**src/rtl/muldiv_seq_unit.sv**
```systemverilog
`default_nettype none
// ---------------------------------------------------------------------------
// muldiv_seq_unit : iterative RV32M multiply/divide, one result bit per cycle
// Rev 1.0
// ---------------------------------------------------------------------------
module muldiv_seq_unit #(
  parameter int NB_DATA = 32
) (
  input  logic               i_clk,
  input  logic               i_rst,
  input  logic               i_start,
  input  logic [2:0]         i_funct3,
  input  logic [NB_DATA-1:0] i_rs1,
  input  logic [NB_DATA-1:0] i_rs2,
  input  logic               i_flush,
  output logic               o_busy,
  output logic               o_done,
  output logic [NB_DATA-1:0] o_result
);

  localparam int               CNT_W    = $clog2(NB_DATA) + 1;
  localparam logic [CNT_W-1:0] LAST_CNT = CNT_W'(NB_DATA - 1);
  localparam logic [NB_DATA-1:0] MOST_NEG = {1'b1, {(NB_DATA-1){1'b0}}};

  typedef enum logic [1:0] {
    IDLE = 2'd0,
    CALC = 2'd1,
    DONE = 2'd2
  } state_t;

  state_t               state;
  logic [2:0]           op;
  logic [NB_DATA-1:0]   mcand;
  logic [2*NB_DATA-1:0] acc;
  logic [CNT_W-1:0]     cnt;
  logic                 neg_q;
  logic                 neg_r;

  logic                 is_div, rs1_signed, rs2_signed, rs1_neg, rs2_neg;
  logic                 div_zero, div_ovf;
  logic [NB_DATA-1:0]   rs1_mag, rs2_mag, bypass_result;
  logic [NB_DATA:0]     mul_sum, div_shift, div_diff;
  logic [2*NB_DATA-1:0] mul_next, div_next, step_next, mul_fixed;
  logic [NB_DATA-1:0]   quot, rem, final_result;

  // Operand decode: signedness per op, magnitudes and the two bypass cases
  assign is_div        = i_funct3[2];
  assign rs1_signed    = is_div ? ~i_funct3[0] : (i_funct3[1:0] != 2'b11);
  assign rs2_signed    = is_div ? ~i_funct3[0] : ~i_funct3[1];
  assign rs1_neg       = rs1_signed & i_rs1[NB_DATA-1];
  assign rs2_neg       = rs2_signed & i_rs2[NB_DATA-1];
  assign rs1_mag       = rs1_neg ? -i_rs1 : i_rs1;
  assign rs2_mag       = rs2_neg ? -i_rs2 : i_rs2;
  assign div_zero      = is_div & (i_rs2 == '0);
  assign div_ovf       = is_div & ~i_funct3[0] & (i_rs1 == MOST_NEG) & (i_rs2 == '1);
  assign bypass_result = div_zero ? (i_funct3[1] ? i_rs1 : '1)
                                  : (i_funct3[1] ? '0 : i_rs1);

  // acc holds {partial product, multiplier} or {remainder, dividend/quotient}
  assign mul_sum   = {1'b0, acc[2*NB_DATA-1:NB_DATA]} + (acc[0] ? {1'b0, mcand} : '0);
  assign mul_next  = {mul_sum, acc[NB_DATA-1:1]};
  assign div_shift = acc[2*NB_DATA-1:NB_DATA-1];
  assign div_diff  = div_shift - {1'b0, mcand};
  assign div_next  = div_diff[NB_DATA] ? {div_shift[NB_DATA-1:0], acc[NB_DATA-2:0], 1'b0}
                                       : {div_diff[NB_DATA-1:0], acc[NB_DATA-2:0], 1'b1};
  assign step_next = op[2] ? div_next : mul_next;

  assign mul_fixed = neg_q ? -mul_next : mul_next;
  assign quot      = neg_q ? -div_next[NB_DATA-1:0] : div_next[NB_DATA-1:0];
  assign rem       = neg_r ? -div_next[2*NB_DATA-1:NB_DATA] : div_next[2*NB_DATA-1:NB_DATA];

  always_comb begin
    final_result = mul_fixed[2*NB_DATA-1:NB_DATA];
    if (op[2]) begin
      final_result = op[1] ? rem : quot;
    end else if (op[1:0] == 2'b00) begin
      final_result = mul_fixed[NB_DATA-1:0];
    end
  end

  always_ff @(posedge i_clk) begin
    if (i_rst) begin
      state    <= IDLE;
      op       <= '0;
      mcand    <= '0;
      acc      <= '0;
      cnt      <= '0;
      neg_q    <= 1'b0;
      neg_r    <= 1'b0;
      o_busy   <= 1'b0;
      o_done   <= 1'b0;
      o_result <= '0;
    end else if (i_flush) begin
      state  <= IDLE;
      cnt    <= '0;
      o_busy <= 1'b0;
      o_done <= 1'b0;
    end else begin
      case (state)
        IDLE, DONE: begin
          o_done <= 1'b0;
          state  <= IDLE;
          if (i_start) begin
            op <= i_funct3;
            if (div_zero || div_ovf) begin
              state    <= DONE;
              o_done   <= 1'b1;
              o_result <= bypass_result;
            end else begin
              state  <= CALC;
              o_busy <= 1'b1;
              cnt    <= '0;
              mcand  <= is_div ? rs2_mag : rs1_mag;
              acc    <= {{NB_DATA{1'b0}}, (is_div ? rs1_mag : rs2_mag)};
              neg_q  <= rs1_neg ^ rs2_neg;
              neg_r  <= rs1_neg;
            end
          end
        end
        CALC: begin
          acc <= step_next;
          cnt <= cnt + CNT_W'(1);
          if (cnt == LAST_CNT) begin
            state    <= DONE;
            o_busy   <= 1'b0;
            o_done   <= 1'b1;
            o_result <= final_result;
          end
        end
        default: begin
          state  <= IDLE;
          o_busy <= 1'b0;
          o_done <= 1'b0;
        end
      endcase
    end
  end

endmodule
`default_nettype wire

```
**config.mk**
```make
export PLATFORM = sky130hd
export DESIGN_NAME = muldiv_seq_unit
export DESIGN_NICKNAME = d
export VERILOG_FILES = /design/src/rtl/muldiv_seq_unit.sv
export SDC_FILE = /design/constraint.sdc
export NUM_CORES = 1
export LEC_CHECK = 0
export BUFFER_PORTS_ARGS = -buffer_cell sky130_fd_sc_hd__buf_4
export CAP_MARGIN = 0
export CELL_PAD_IN_SITES_DETAIL_PLACEMENT = 1
export CELL_PAD_IN_SITES_GLOBAL_PLACEMENT = 1
export CORE_MARGIN = 2
export CORE_UTILIZATION = 42
export DETAILED_ROUTE_END_ITERATION = 16
export PLACE_DENSITY = 0.78
export SYNTH_ARGS = -nofsm -noshare
export SYNTH_HDL_FRONTEND = slang
export SYNTH_SLANG_ARGS = --single-unit
```
**constraint.sdc**
```tcl
create_clock -name i_clk -period 5.9 [get_ports i_clk]
set_input_delay 0.59 -clock i_clk [delete_from_list [all_inputs] [get_ports i_clk]]
set_output_delay 0.59 -clock i_clk [all_outputs]
set_load 0.01 [all_outputs]
```
==> out/metrics.cfg <==
[status]
outcome = completed

[global_routing]
grt_max_degree = 76
grtUsageTotal_pct = 41.5
overflow = 0
grt_pass1_vias = 19800
grt_pass1_wl_um = 129000
antenna_found_initial = 2

[setup_path]
critPathMaxStageDelay_ns = 0.64
worstReg2RegStart = acc[31]$_SDFFE_PP0P_
path_depth = 26
cp_common_cell = inv_1
critPathMaxFanout = 5
critPathTopFamily = compound AO/OA/AOI/OAI gates
path_buf_inv = 6
worstSetupStartpointType = flop
r2r-end = o_result[30]$_SDFFE_PP0P_
reg2reg_depth = 26
end_kind = flop
reg2reg_slack_ns = 0.29
worstPathRequired_ns = 6.26
slowest_stage = or4b_2
crit_arrival_ns = 5.97
critical_path_class = flop to flop

[yosys]
synth-simple-area-share_pct = 24.6
synthAdderAreaFrac_pct = 6.84
synth_compound_area_share_pct = 29.5
synthesis.nets = 2627
synth_xor_xnor_area_share_pct = 10.7
synth-seq-cells = 142
synth-edff-count = 0
avgSynthCellArea_um2 = 6.88
syn_area_mm2 = 0.0171
ys_seq_area_share_pct = 16.7
yosys.area.top_type = dfxtp_1
post_synth_num_cell_types = 99
synth_top_cells_by_count = nor2_1 (352), nand2_1 (219), a21oi_1 (216), o21ai_0 (184), clkbuf_1 (158)
ys.flop_type = dfxtp_1
yosysMostFrequentCell = nor2_1
synth_mux_area_share_pct = 5.78
yosysTopAreaCellShare_pct = 16.7
synth-async-reset-ratio_pct = 0
yosys_warnings = 0
synth_top_family_by_area = compound AO/OA/AOI/OAI gates
synth_cells = 2483
synthTopCellsByArea = dfxtp_1 (17%), nor2_1 (7.7%), a21oi_1 (6.3%), xnor2_1 (5.7%), o21ai_0 (5.4%)

[power_and_ir_drop]
power.net_switching_uw = 1570
internal_power_uw = 2210
power_frac_seq_pct = 28.7
p_leak_uw = 0.00721
sw_frac_of_total_pct = 41.5
power_frac_comb_pct = 38.1
total_power_uw = 3780
peakVddDrop_uv = 212
p_clk_share_pct = 33.3
power_density_mw_per_mm2 = 199

[final_layout]
syn2layout_area_growth_pct = 11.3
nNetsFinal = 2626
utilization_pct = 47.6
fill_cells = 5169
diodes = 0
drive_gt1_share_pct = 11.3

[place]
gp_congestion = 1.00
io_buffers = 104
place_hpwl_um = 68600
dp_slack_ns = 0.112

[timing]
holdWs_ns = 0.408
fin_crit_ns = 5.61
hold_viol = 0
setup_viol = 0
slew_violations = 0
max_freq_mhz = 178
worst_slack_ns = 0.289
fin_crit_sh_pct = 95.1
slew_headroom_pct = 19.5
clock_skew_ns = 0.0159
rsz0062_at_grt = false
finalSetupTns_ns = 0
worstMarginPinSlew_ns = 1.20

[hold_path]
hold_depth = 3
hp-start = i_funct3[0]
worstHoldEndpoint = op[0]$_SDFFE_PP0P_
hp-class = input pin to flop

[clock_tree]
numCtsBuffers = 17
htree_num_levels = 4
clk_pin_slew_ns = 0.07
cts_root_buf = clkbuf_16
clock_latency_ns = 0.51
tritoncts = done
cts_buffer_depth = 2
clock_sinks = 142

[detailed_routing]
wire_per_inst_um = 28.9
first_pass_iters = 5
viasPerCell = 6.59
drt-total-wl_um = 87300
vias = 19900
first_iter_violations = 1831
detail-route-antenna-nets = 0
drc = 0

[die]
pin_count = 105
std_cell_rows = 73
fp.dieW_um = 206
die_h_um = 206
start_util_pct = 42.8
dieArea_mm2 = 0.0423
core_area_mm2 = 0.0399

[run]
cap_violations = 0

per-stage QoR:
stage	instance area, um^2	std cells
6_report	19000	3020
5_1_grt	19000	3020
4_1_cts	18900	3019
3_5_place_dp	18300	2987
3_3_place_gp	18300	2987
2_1_floorplan	17100	2483
worst register-to-register path: cells and delay by family (launching register included):
family	cells	cell delay, ns
flops	1	0.33
fa+ha+maj	3	0.79
simple gates	5	1.17
compound gates	11	2.33
xor+xnor	1	0.11
buf+inv	6	0.73
layout by cell type, fill, tap and decap left out, types with 64 or more instances in the layout:
cell type,n
a211oi_1,64
ha_1,71
xnor2_1,112
nor3_1,71
o21ai_0,183
xor2_1,96
dfxtp_1,140
nand2_1,219
a21oi_1,214
nor2_1,347
mux2i_1,75
inv_1,70
buf_4,164
timing repair:
action | in CTS | in global routing
setup buffers | 0 | 1
hold buffers | 0 | 0
setup endpoints to repair | 0 | 9
resized for setup | 0 | 10
power by group through the flow:
stage	logic [uW]	registers [uW]	clock network, uW
after floorplan	913	1040	0
after global placement	1360	1100	0
after detailed placement	1380	1100	0
after CTS	1390	1080	1270
after global routing	1530	1090	1300
final	1440	1080	1260
sequential cells by signal (all words and copies together) (netlist names):
signal and count:
cnt 6, mcand 32, op 3, o_busy 1
acc 64, neg_q 1, o_done 1, state 1
neg_r 1, o_result 32
worst max-delay path by stage:
stage	startpoint	end	slack, ns
global placement	acc[31]$_SDFFE_PP0P_	o_result[24]$_SDFFE_PP0P_	0.25
finish	acc[31]$_SDFFE_PP0P_	o_result[30]$_SDFFE_PP0P_	0.29
global route	acc[31]$_SDFFE_PP0P_	o_result[30]$_SDFFE_PP0P_	0.0009
detailed placement	acc[31]$_SDFFE_PP0P_	o_result[24]$_SDFFE_PP0P_	0.11
CTS	acc[31]$_SDFFE_PP0P_	o_result[24]$_SDFFE_PP0P_	0.08
floorplan	acc[31]$_SDFFE_PP0P_	o_result[24]$_SDFFE_PP0P_	0.05
per-layer routing:
layer / vias to the layer above / global-route usage (%) / wire (um) / share of wire [%]
li1: 8990 / - / - / -
met1: 9829 / 50.2 / 35300 / 40
met2: 863 / 67.4 / 39700 / 46
met3: 232 / 8.27 / 6150 / 7.1
met4: 0 / 25.8 / 6080 / 7.0
met5: - / 0 / 0 / 0
cells by family (layout without fill, tap and decap cells):
family                   after synthesis  count (layout)
AND/OR/NAND/NOR                      900             900
XOR/XNOR                             208             208
adder cells (fa/ha/maj)               97              97
multiplexers                          94              94
flip-flops                           142             142
buffers and inverters                260             272
AO/OA/AOI/OAI                        782             782
final cells by class:
class / instances / area (um^2) / share of cell area, %
Timing Repair Buffer: 166 / 1270 / 6.69
Clock inverter: 13 / 188 / 0.988
Multi-Input combinational cell: 2081 / 13300 / 70.0
Sequential cell: 142 / 2850 / 15.0
Inverter: 74 / 278 / 1.46
Tap cell: 525 / 657 / 3.46
Clock buffer: 19 / 453 / 2.38
Note: power is estimated with default switching activity, not from simulation.
